<file path="src/rtl/mod_exp_engine.sv">
// mod_exp_engine: sequential modular exponentiation, result = base^exp mod modulus.
// Left-to-right square-and-multiply. Every exponent bit costs one squaring and
// one multiply, so the run time does not depend on the operand values. Each
// modular multiply is a bit-serial shift/add/reduce loop of SIZE cycles.
//
// Ports:
//   clk      system clock, rising edge
//   rst      asynchronous active-low reset
//   start_   request pulse, sampled only in IDLE
//   base_    message/base operand (SIZE bits)
//   exp_     exponent (SIZE bits)
//   mod_     modulus (SIZE bits)
//   result_  base^exp mod modulus, held until the next completion
//   msg_     copy of base_ captured when a start is accepted
//   busy_    high from acceptance through the cycle done_ is high
//   done_    single-cycle completion pulse
//   err_     accepted modulus was zero; held until the next acceptance
module mod_exp_engine #(
  parameter int SIZE = 4
) (
  input  logic            clk,
  input  logic            rst,
  input  logic            start_,
  input  logic [SIZE-1:0] base_,
  input  logic [SIZE-1:0] exp_,
  input  logic [SIZE-1:0] mod_,
  output logic [SIZE-1:0] result_,
  output logic [SIZE-1:0] msg_,
  output logic            busy_,
  output logic            done_,
  output logic            err_
);

  localparam int IW = $clog2(SIZE);
  localparam logic [IW-1:0]   TOP_IDX  = IW'(SIZE - 1);
  localparam logic [IW-1:0]   IDX_ONE  = IW'(1);
  localparam logic [IW-1:0]   IDX_ZERO = {IW{1'b0}};
  localparam logic [SIZE-1:0] OP_ZERO  = {SIZE{1'b0}};
  localparam logic [SIZE-1:0] OP_ONE   = SIZE'(1);
  localparam logic [SIZE:0]   P_ZERO   = {(SIZE+1){1'b0}};

  typedef enum logic [2:0] {
    IDLE   = 3'd0,
    REDUCE = 3'd1,
    SQR    = 3'd2,
    MUL    = 3'd3,
    DONE   = 3'd4
  } state_t;

  state_t          state_r;
  logic [SIZE-1:0] base_r, exp_r, mod_r;
  logic [SIZE-1:0] acc_r, bq_r, t_r;
  logic [SIZE:0]   p_r;      // partial product, always < modulus between steps
  logic [IW-1:0]   i_r;      // exponent bit index
  logic [IW-1:0]   j_r;      // multiplier bit index inside one modular multiply

  logic [SIZE-1:0] mm_a_s, mm_b_s;
  logic [SIZE:0]   mod_ext_s, dbl_s, red_s, sum_s, p_next_s;
  logic [SIZE-1:0] mul_pick_s;

  // Operand routing for the shared modular multiplier, chosen by phase.
  always_comb begin
    mm_a_s = OP_ZERO;
    mm_b_s = OP_ZERO;
    case (state_r)
      REDUCE: begin
        mm_a_s = base_r;   // base * 1 mod m folds an oversized base into range
        mm_b_s = OP_ONE;
      end
      SQR: begin
        mm_a_s = acc_r;
        mm_b_s = acc_r;
      end
      MUL: begin
        mm_a_s = t_r;
        mm_b_s = bq_r;
      end
      default: begin
        mm_a_s = OP_ZERO;
        mm_b_s = OP_ZERO;
      end
    endcase
  end

  // One shift/add/reduce step of the bit-serial modular multiply.
  always_comb begin
    mod_ext_s = {1'b0, mod_r};
    dbl_s     = {p_r[SIZE-1:0], 1'b0};
    if (dbl_s >= mod_ext_s) begin
      red_s = dbl_s - mod_ext_s;
    end else begin
      red_s = dbl_s;
    end
    if (mm_a_s[j_r]) begin
      sum_s = red_s + {1'b0, mm_b_s};
    end else begin
      sum_s = red_s;
    end
    if (sum_s >= mod_ext_s) begin
      p_next_s = sum_s - mod_ext_s;
    end else begin
      p_next_s = sum_s;
    end
    // The multiply is always computed; the exponent bit only selects which
    // product survives, keeping the timing independent of the exponent.
    if (exp_r[i_r]) begin
      mul_pick_s = p_next_s[SIZE-1:0];
    end else begin
      mul_pick_s = t_r;
    end
  end

  // Control FSM, datapath registers and registered outputs.
  always_ff @(posedge clk or negedge rst) begin
    if (!rst) begin
      state_r <= IDLE;
      base_r  <= OP_ZERO;
      exp_r   <= OP_ZERO;
      mod_r   <= OP_ZERO;
      acc_r   <= OP_ZERO;
      bq_r    <= OP_ZERO;
      t_r     <= OP_ZERO;
      p_r     <= P_ZERO;
      i_r     <= IDX_ZERO;
      j_r     <= IDX_ZERO;
      result_ <= OP_ZERO;
      msg_    <= OP_ZERO;
      busy_   <= 1'b0;
      done_   <= 1'b0;
      err_    <= 1'b0;
    end else begin
      case (state_r)
        IDLE: begin
          if (start_) begin
            base_r <= base_;
            exp_r  <= exp_;
            mod_r  <= mod_;
            msg_   <= base_;
            busy_  <= 1'b1;
            p_r    <= P_ZERO;
            i_r    <= TOP_IDX;
            j_r    <= TOP_IDX;
            if (mod_ == OP_ZERO) begin
              err_    <= 1'b1;
              result_ <= OP_ZERO;
              done_   <= 1'b1;
              acc_r   <= OP_ZERO;
              state_r <= DONE;
            end else begin
              err_    <= 1'b0;
              // Anything mod 1 is 0, including x^0.
              acc_r   <= (mod_ == OP_ONE) ? OP_ZERO : OP_ONE;
              state_r <= REDUCE;
            end
          end else begin
            state_r <= IDLE;
          end
        end
        REDUCE, SQR, MUL: begin
          if (j_r == IDX_ZERO) begin
            p_r <= P_ZERO;
            j_r <= TOP_IDX;
            if (state_r == REDUCE) begin
              bq_r    <= p_next_s[SIZE-1:0];
              state_r <= SQR;
            end else if (state_r == SQR) begin
              t_r     <= p_next_s[SIZE-1:0];
              state_r <= MUL;
            end else begin
              acc_r <= mul_pick_s;
              if (i_r == IDX_ZERO) begin
                result_ <= mul_pick_s;
                done_   <= 1'b1;
                state_r <= DONE;
              end else begin
                i_r     <= i_r - IDX_ONE;
                state_r <= SQR;
              end
            end
          end else begin
            p_r <= p_next_s;
            j_r <= j_r - IDX_ONE;
          end
        end
        DONE: begin
          done_   <= 1'b0;
          busy_   <= 1'b0;
          state_r <= IDLE;
        end
        default: begin
          done_   <= 1'b0;
          busy_   <= 1'b0;
          state_r <= IDLE;
        end
      endcase
    end
  end

endmodule

</file>
<file path="config.mk">
export PLATFORM = sky130hd
export DESIGN_NAME = mod_exp_engine
export DESIGN_NICKNAME = d
export VERILOG_FILES = /design/src/rtl/mod_exp_engine.sv
export SDC_FILE = /design/constraint.sdc
export NUM_CORES = 1
export LEC_CHECK = 0
export ABC_CLOCK_PERIOD_IN_PS = 4450
export CORE_MARGIN = 3
export CORE_UTILIZATION = 51
export DETAILED_ROUTE_END_ITERATION = 8
export PLACE_DENSITY_LB_ADDON = 0.15
export SYNTH_ARGS = -nofsm -noshare
export SYNTH_HDL_FRONTEND = slang
export SYNTH_SLANG_ARGS = --single-unit
export TNS_END_PERCENT = 30
</file>
<file path="constraint.sdc">
create_clock -name clk -period 4.45 [get_ports clk]
set_input_delay 0.89 -clock clk [delete_from_list [all_inputs] [get_ports clk]]
set_output_delay 0.89 -clock clk [all_outputs]
set_load 0.005 [all_outputs]
</file>
Word-level counts from Yosys, hierarchy flattened --
Cells that the tools add are included. W data, S select, Z words.
Storage, ports and cells: output and inout bits 11, bits in registers 42
Operators by class: bitwise gates (word level) 2, reduce and logical (&&, ||, !) cells 15, multiplexer cells 52, magnitude comparators 4, equality and inequality tests 11, $add $sub $neg 5
Operators by type and width (count):
- $mux W4 | 14
- $pmux W4 S2 | 3
- $pmux W4 S3 | 2
- $mux W3 | 6
- $ne A2 B2 Y1 const B | 7
- $mux W1 | 12
- $mux W2 | 6
- $reduce_and A6 Y1 | 2
- $ge A5 B4 Y1 | 2
- $mux W5 | 2
- $pmux W2 S2 | 2
- $reduce_and A7 Y1 | 1
- $eq A3 B2 Y1 const B | 2
- $lt A2 B3 Y1 const B | 2
- $pmux W3 S2 | 1
- $reduce_and A2 Y1 | 3
- $add A5 B4 Y5 | 1
- $reduce_and A5 Y1 | 1
- $sub A5 B4 Y5 | 1
- $bmux W1 S2 | 2
- $eq A4 B1 Y1 const B | 1
- $logic_not A2 Y1 | 2
- $logic_not A4 Y1 | 1
- $pmux W1 S2 | 2
- 9 further kinds | 11

Depth between registers and ports, before layout --
Gate-level depths: netlist of the first run.
word-level depth 13, gate-level depth with buffers 18, depth with buffers taken out 18

Least setup slack after synthesis of the first run --
OpenSTA, ideal clock, no wires.
path type reg-to-reg, start register mod_r[1], end register acc_r[2], arrival 4.124 ns, setup time 0.131 ns, cell stages (with the launch flop) 17, required time 4.319 ns, period minus slack after synthesis 4.255 ns, slack 0.195 ns, cells stage by stage dfrtp_1 -> inv_1 -> ha_1 -> ha_1 -> o311ai_1 -> nand3_1 -> mux2_2 -> fa_1 -> xor2_1 -> mux2_2 -> ha_1 -> o21ai_0 -> a31oi_1 -> nor3_1 -> mux2i_2 -> mux2i_1 -> o21ai_1
Between the ends: longest elaborated chain between the ends 11, elaborated cells on any way between the ends 13
RTL lines:
- start, declared | RTL line 51 | logic [SIZE-1:0] base_r, exp_r, mod_r;
- start signal, assigned | RTL line 137 | mod_r <= mod_;
- $sub A5 B4 Y5 / $ge A5 B4 Y1 (equally long branches) | RTL line 90, 89
- $mux W5 | RTL line 89 | if (dbl_s >= mod_ext_s) begin
- $add A5 B4 Y5 | RTL line 95 | sum_s = red_s + {1'b0, mm_b_s};
- $mux W5 | RTL line 94 | if (mm_a_s[j_r]) begin
- $sub A4 B4 Y4 / $ge A5 B4 Y1 (equally long branches) | RTL line 100, 99
- $mux W4 (*) | RTL line 99 | if (sum_s >= mod_ext_s) begin
- $mux W4 (*) | RTL line 106 | if (exp_r[i_r]) begin
- $mux W4 (*) | RTL line 166 | end else if (state_r == SQR) begin
- $mux W4 (*) | RTL line 163 | if (state_r == REDUCE) begin
- $mux W4 (*) | RTL line 160 | if (j_r == IDX_ZERO) begin
- $pmux W4 S2 (*) | RTL line 132 | case (state_r)
- end signal, assigned | RTL line 152 | acc_r <= (mod_ == OP_ONE) ? OP_ZERO : OP_ONE;
- end signal, assigned | RTL line 170 | acc_r <= mul_pick_s;
- end, declared | RTL line 52 | logic [SIZE-1:0] acc_r, bq_r, t_r;
Mark *: on every way between the ends. The rest lies on a longest branch, timed or not. The select of a mux whose other input is x is not followed. A chain may end at the register's enable or synchronous reset.

Final worst setup path of the first run --
start register mod_r[1], end register bq_r[0]
Between the ends: longest elaborated chain between the ends 6, elaborated cells on any way between the ends 8
RTL lines:
- $sub A5 B4 Y5 / $ge A5 B4 Y1 (equally long branches) | RTL line 90, 89
- $mux W5 | RTL line 89
- $add A5 B4 Y5 | RTL line 95
- $mux W5 | RTL line 94
- $ge A5 B4 Y1 / $sub A4 B4 Y4 (equally long branches) | RTL line 99, 100
- $mux W4 (*) | RTL line 99
- end signal, assigned | RTL line 164 | bq_r <= p_next_s[SIZE-1:0];
- end, declared | RTL line 52
Mark *: on every way between the ends. The rest lies on a longest branch, timed or not.

==> results of run 1 <==
cells by family (layout without fill, tap and decap cells):
logic type	Yosys count	after routing	share of synthesized area, %
simple gates	85	85	16.2
compound gates	71	71	17.0
flops	42	42	41.3
mux	23	23	10.9
buf+inv	23	58	3.59
fa+ha+maj	17	17	9.25
xor+xnor	5	5	1.72
timing repair:
action,in CTS,in global routing
endpoints found under the setup margin,20,20
resized for setup,4,16
endpoints found under the hold margin,0,0
setup buffers,0,1
pin swaps,1,3
layer usage:
metal | vias up | GRT usage (%) | routed length [um]
li1 | 1013 | - | -
met1 | 959 | 28.9 | 2680
met2 | 46 | 34.8 | 2920
met3 | 14 | 4.37 | 231
met4 | 0 | 7.97 | 125
met5 | - | 0 | 0
path summary, 6_finish.rpt:
kind	to	slack, ps	depth (start not counted)
worst max-delay path	bq_r[0]$_DFFE_PN0P_	130	17
worst min-delay path	bq_r[3]$_DFFE_PN0P_	500	2
worst max register to register	bq_r[0]$_DFFE_PN0P_	130	17
worst min register to register	bq_r[3]$_DFFE_PN0P_	500	2
max in group asynchronous	bq_r[0]$_DFFE_PN0P_	3140	1
min in group asynchronous	err_$_DFFE_PN0P_	720	1
cell usage after synthesis, types with 4 or more instances:
cell type                   n
sky130_fd_sc_hd__a21oi_1   15
sky130_fd_sc_hd__a31oi_1    4
sky130_fd_sc_hd__buf_2      4
sky130_fd_sc_hd__dfrtp_1   42
sky130_fd_sc_hd__ha_1      14
sky130_fd_sc_hd__inv_1     16
sky130_fd_sc_hd__mux2_2    15
sky130_fd_sc_hd__nand2_1   38
sky130_fd_sc_hd__nand2b_1   5
sky130_fd_sc_hd__nand3_1    4
sky130_fd_sc_hd__nor2_1    14
sky130_fd_sc_hd__nor2b_1    4
sky130_fd_sc_hd__nor3_1     7
sky130_fd_sc_hd__o21ai_0   16
sky130_fd_sc_hd__o21ai_1   15
sky130_fd_sc_hd__o21ai_2    5
state kept, by name, indices dropped and copies added (netlist names), 4 cells and up:
signal   flops
bq_r         4
p_r          4
exp_r        4
t_r          4
mod_r        4
result_      4
acc_r        4
base_r       4
area by class of cell:
type | instances | area share, %
clock buffer | 7 | 2.46
inverter | 16 | 1.93
multi-input combinational | 201 | 48.5
sequential | 42 | 33.8
tap | 67 | 2.70
timing repair buffer | 35 | 10.6
through the flow:
step / setup slack (ps) / instances
floorplan: 195 / 266
global placement: 107 / 360
detailed placement: -126 / 360
CTS: 0.515 / 367
global route: -68.4 / 368
finish: 132 / 368
worst register-to-register path, cell delays in order, from the launching register on:
cell                       delay [ps]
sky130_fd_sc_hd__dfrtp_1          350
sky130_fd_sc_hd__inv_1             60
sky130_fd_sc_hd__ha_1             310
sky130_fd_sc_hd__nor2b_1          190
sky130_fd_sc_hd__o311ai_4         340
sky130_fd_sc_hd__nand3_2          150
sky130_fd_sc_hd__mux2_4           350
sky130_fd_sc_hd__fa_2             430
sky130_fd_sc_hd__mux2_2           320
sky130_fd_sc_hd__ha_1             310
sky130_fd_sc_hd__nor2b_1          140
sky130_fd_sc_hd__o21ai_2          200
sky130_fd_sc_hd__a31oi_4          130
sky130_fd_sc_hd__nor3b_2          210
sky130_fd_sc_hd__mux2i_2          100
sky130_fd_sc_hd__buf_6            150
sky130_fd_sc_hd__mux2_4           360
sky130_fd_sc_hd__o21ai_2          120
==> impl_metrics.py, run 1 <==
metrics = {
    "status": {
        "outcome": "complete, no violations",
    },
    "setup_path": {
        "criticalPathCategory": "register to register",
        "crit_path_start": "mod_r[1]$_DFFE_PN0P_",
        "timing.critical_path.arrival_ps": 4540,
        "reg2reg_from": "mod_r[1]$_DFFE_PN0P_",
        "worst-endpoint-required_ps": 4670,
        "crit_path_max_incr_delay_ps": 430,
        "critical_path.max_fanout": 5,
        "worstPathCellList": "inv_1, ha_1, nor2b_1, o311ai_4, nand3_2, mux2_4, fa_2, mux2_2, ha_1, nor2b_1, o21ai_2, a31oi_4, nor3b_2, mux2i_2, buf_6, mux2_4, o21ai_2",
        "worstSetupEndpointType": "register",
        "timing.critical_path.max_delay_family": "multiplexers",
        "worst_path_max_delay_cell": "sky130_fd_sc_hd__fa_2",
        "worst-path-buf-inv": 2,
        "critPathLaunchType": "register",
    },
    "layout": {
        "final_layout_size_suffix_gt1_share_pct": 18.9,
        "finalInstanceArea_um2": 3110,
        "fillerInstances": 413,
        "fin_util_pct": 64.9,
        "final_common_cell": "sky130_fd_sc_hd__dfrtp_1",
        "seq_area_um2": 1050,
        "antenna_cells": 0,
        "fin_nets": 333,
        "layout_common_cells": "42 x sky130_fd_sc_hd__dfrtp_1, 38 x sky130_fd_sc_hd__nand2_1, 24 x sky130_fd_sc_hd__clkdlybuf4s50_1",
        "area_growth_syn_to_layout_pct": 22.1,
        "area_occupied_by_multi_input_gates_um2": 1510,
    },
    "logic_synthesis": {
        "yosysTopAreaCellShare_pct": 41.3,
        "netlist_top_cells_area": "sky130_fd_sc_hd__dfrtp_1 41%, sky130_fd_sc_hd__ha_1 6.9%, sky130_fd_sc_hd__mux2_2 6.6%",
        "synth-seq-area-share_pct": 41.3,
        "synth-async-reset-ratio_pct": 100,
        "postSynth.topFlopCell": "sky130_fd_sc_hd__dfrtp_1",
        "synth-edff-count": 0,
        "synth_cell_types": 47,
        "post_synth_top_area_cell": "sky130_fd_sc_hd__dfrtp_1",
        "post_synthesis_net_count": 298,
        "synth-seq-cells": 42,
        "yosys_warnings": 0,
        "mappedNetlistArea_um2": 2540,
        "synth_cells": 266,
        "synth_area_per_cell_um2": 9.56,
    },
    "cts": {
        "worst_setup_hold_path_clk_slew_ps": 80,
        "clock_sinks": 42,
        "cts_hold_buffers": 0,
        "cts-htree-levels": 2,
        "cts-buffers-inserted": 5,
        "cts_root_buffer": "sky130_fd_sc_hd__clkbuf_8",
        "ctsLongestPathBuffers": 2,
        "worst_skew_pair.late_latency_ps": 300,
        "cts_tree": "done",
    },
    "detailed_routing": {
        "via_per_inst": 5.52,
        "routed_wire_length_per_instance_um": 16.2,
        "via_count": 2032,
        "drc": 0,
        "antenna_violating_nets_post_route": 0,
        "detail_route.wirelength_mm": 5.96,
        "drt-pass1-iter-count": 4,
        "detailed_route_iter0_violations": 106,
    },
    "die": {
        "total_die_area_um2": 5870,
        "starting_density_of_the_core_pct": 53.2,
        "dieHeight_um": 76.6,
        "num_io_pins": 26,
        "core_region_area_um2": 4790,
        "row_count": 25,
        "dieWidth_um": 76.6,
    },
    "place": {
        "dpl.hpwl_mm": 4.23,
        "place.gp.congestion": 0.860,
        "portBuffers": 25,
        "cell_area_reported_after_detailed_placement_um2": 2910,
    },
    "grt": {
        "gr-total-overflow": 0,
        "first_global_vias": 2073,
        "grt_max_degree": 43,
        "global_route_wire_length_before_repair_mm": 10.1,
        "grt_usage_pct": 21.6,
        "antenna_found_initial": 0,
    },
    "sta": {
        "min_period_over_period_pct": 97.0,
        "timing_hold_violations_final": 0,
        "slew_headroom_pct": 38.5,
        "fin_skew_ps": 6.87,
        "max_clock_freq_ghz": 0.232,
        "setup_violations": 0,
        "period_minus_slack_ps": 4320,
        "fin_hold_ws_ps": 498,
        "final_layout_setup_total_negative_slack_ps": 0,
        "worst_slew_pin_slew_ps": 922,
        "finalMaxSlewViolations": 0,
    },
    "hold_path": {
        "hold_path.startpoint": "bq_r[3]$_DFFE_PN0P_",
        "holdCritPathClass": "register to register",
    },
    "flow_run": {
        "drv_cap": 0,
    },
}
Power of run 1 is not shown: default switching activity piles up to over one toggle a cycle in this logic, so the estimate is an artifact.
==> inputs of run 2 (changes only) <==
--- a/config.mk
+++ b/config.mk
@@ -8,6 +8,7 @@
 export ABC_CLOCK_PERIOD_IN_PS = 4450
 export CORE_MARGIN = 3
 export CORE_UTILIZATION = 51
+export CTS_CLUSTER_SIZE = 14
 export DETAILED_ROUTE_END_ITERATION = 8
 export PLACE_DENSITY_LB_ADDON = 0.15
 export SYNTH_ARGS = -nofsm -noshare
==> results of run 2 <==
Same layout as run 1: the final DEF is identical, and so are final timing and power.
Power of run 2 is left out for the same reason.
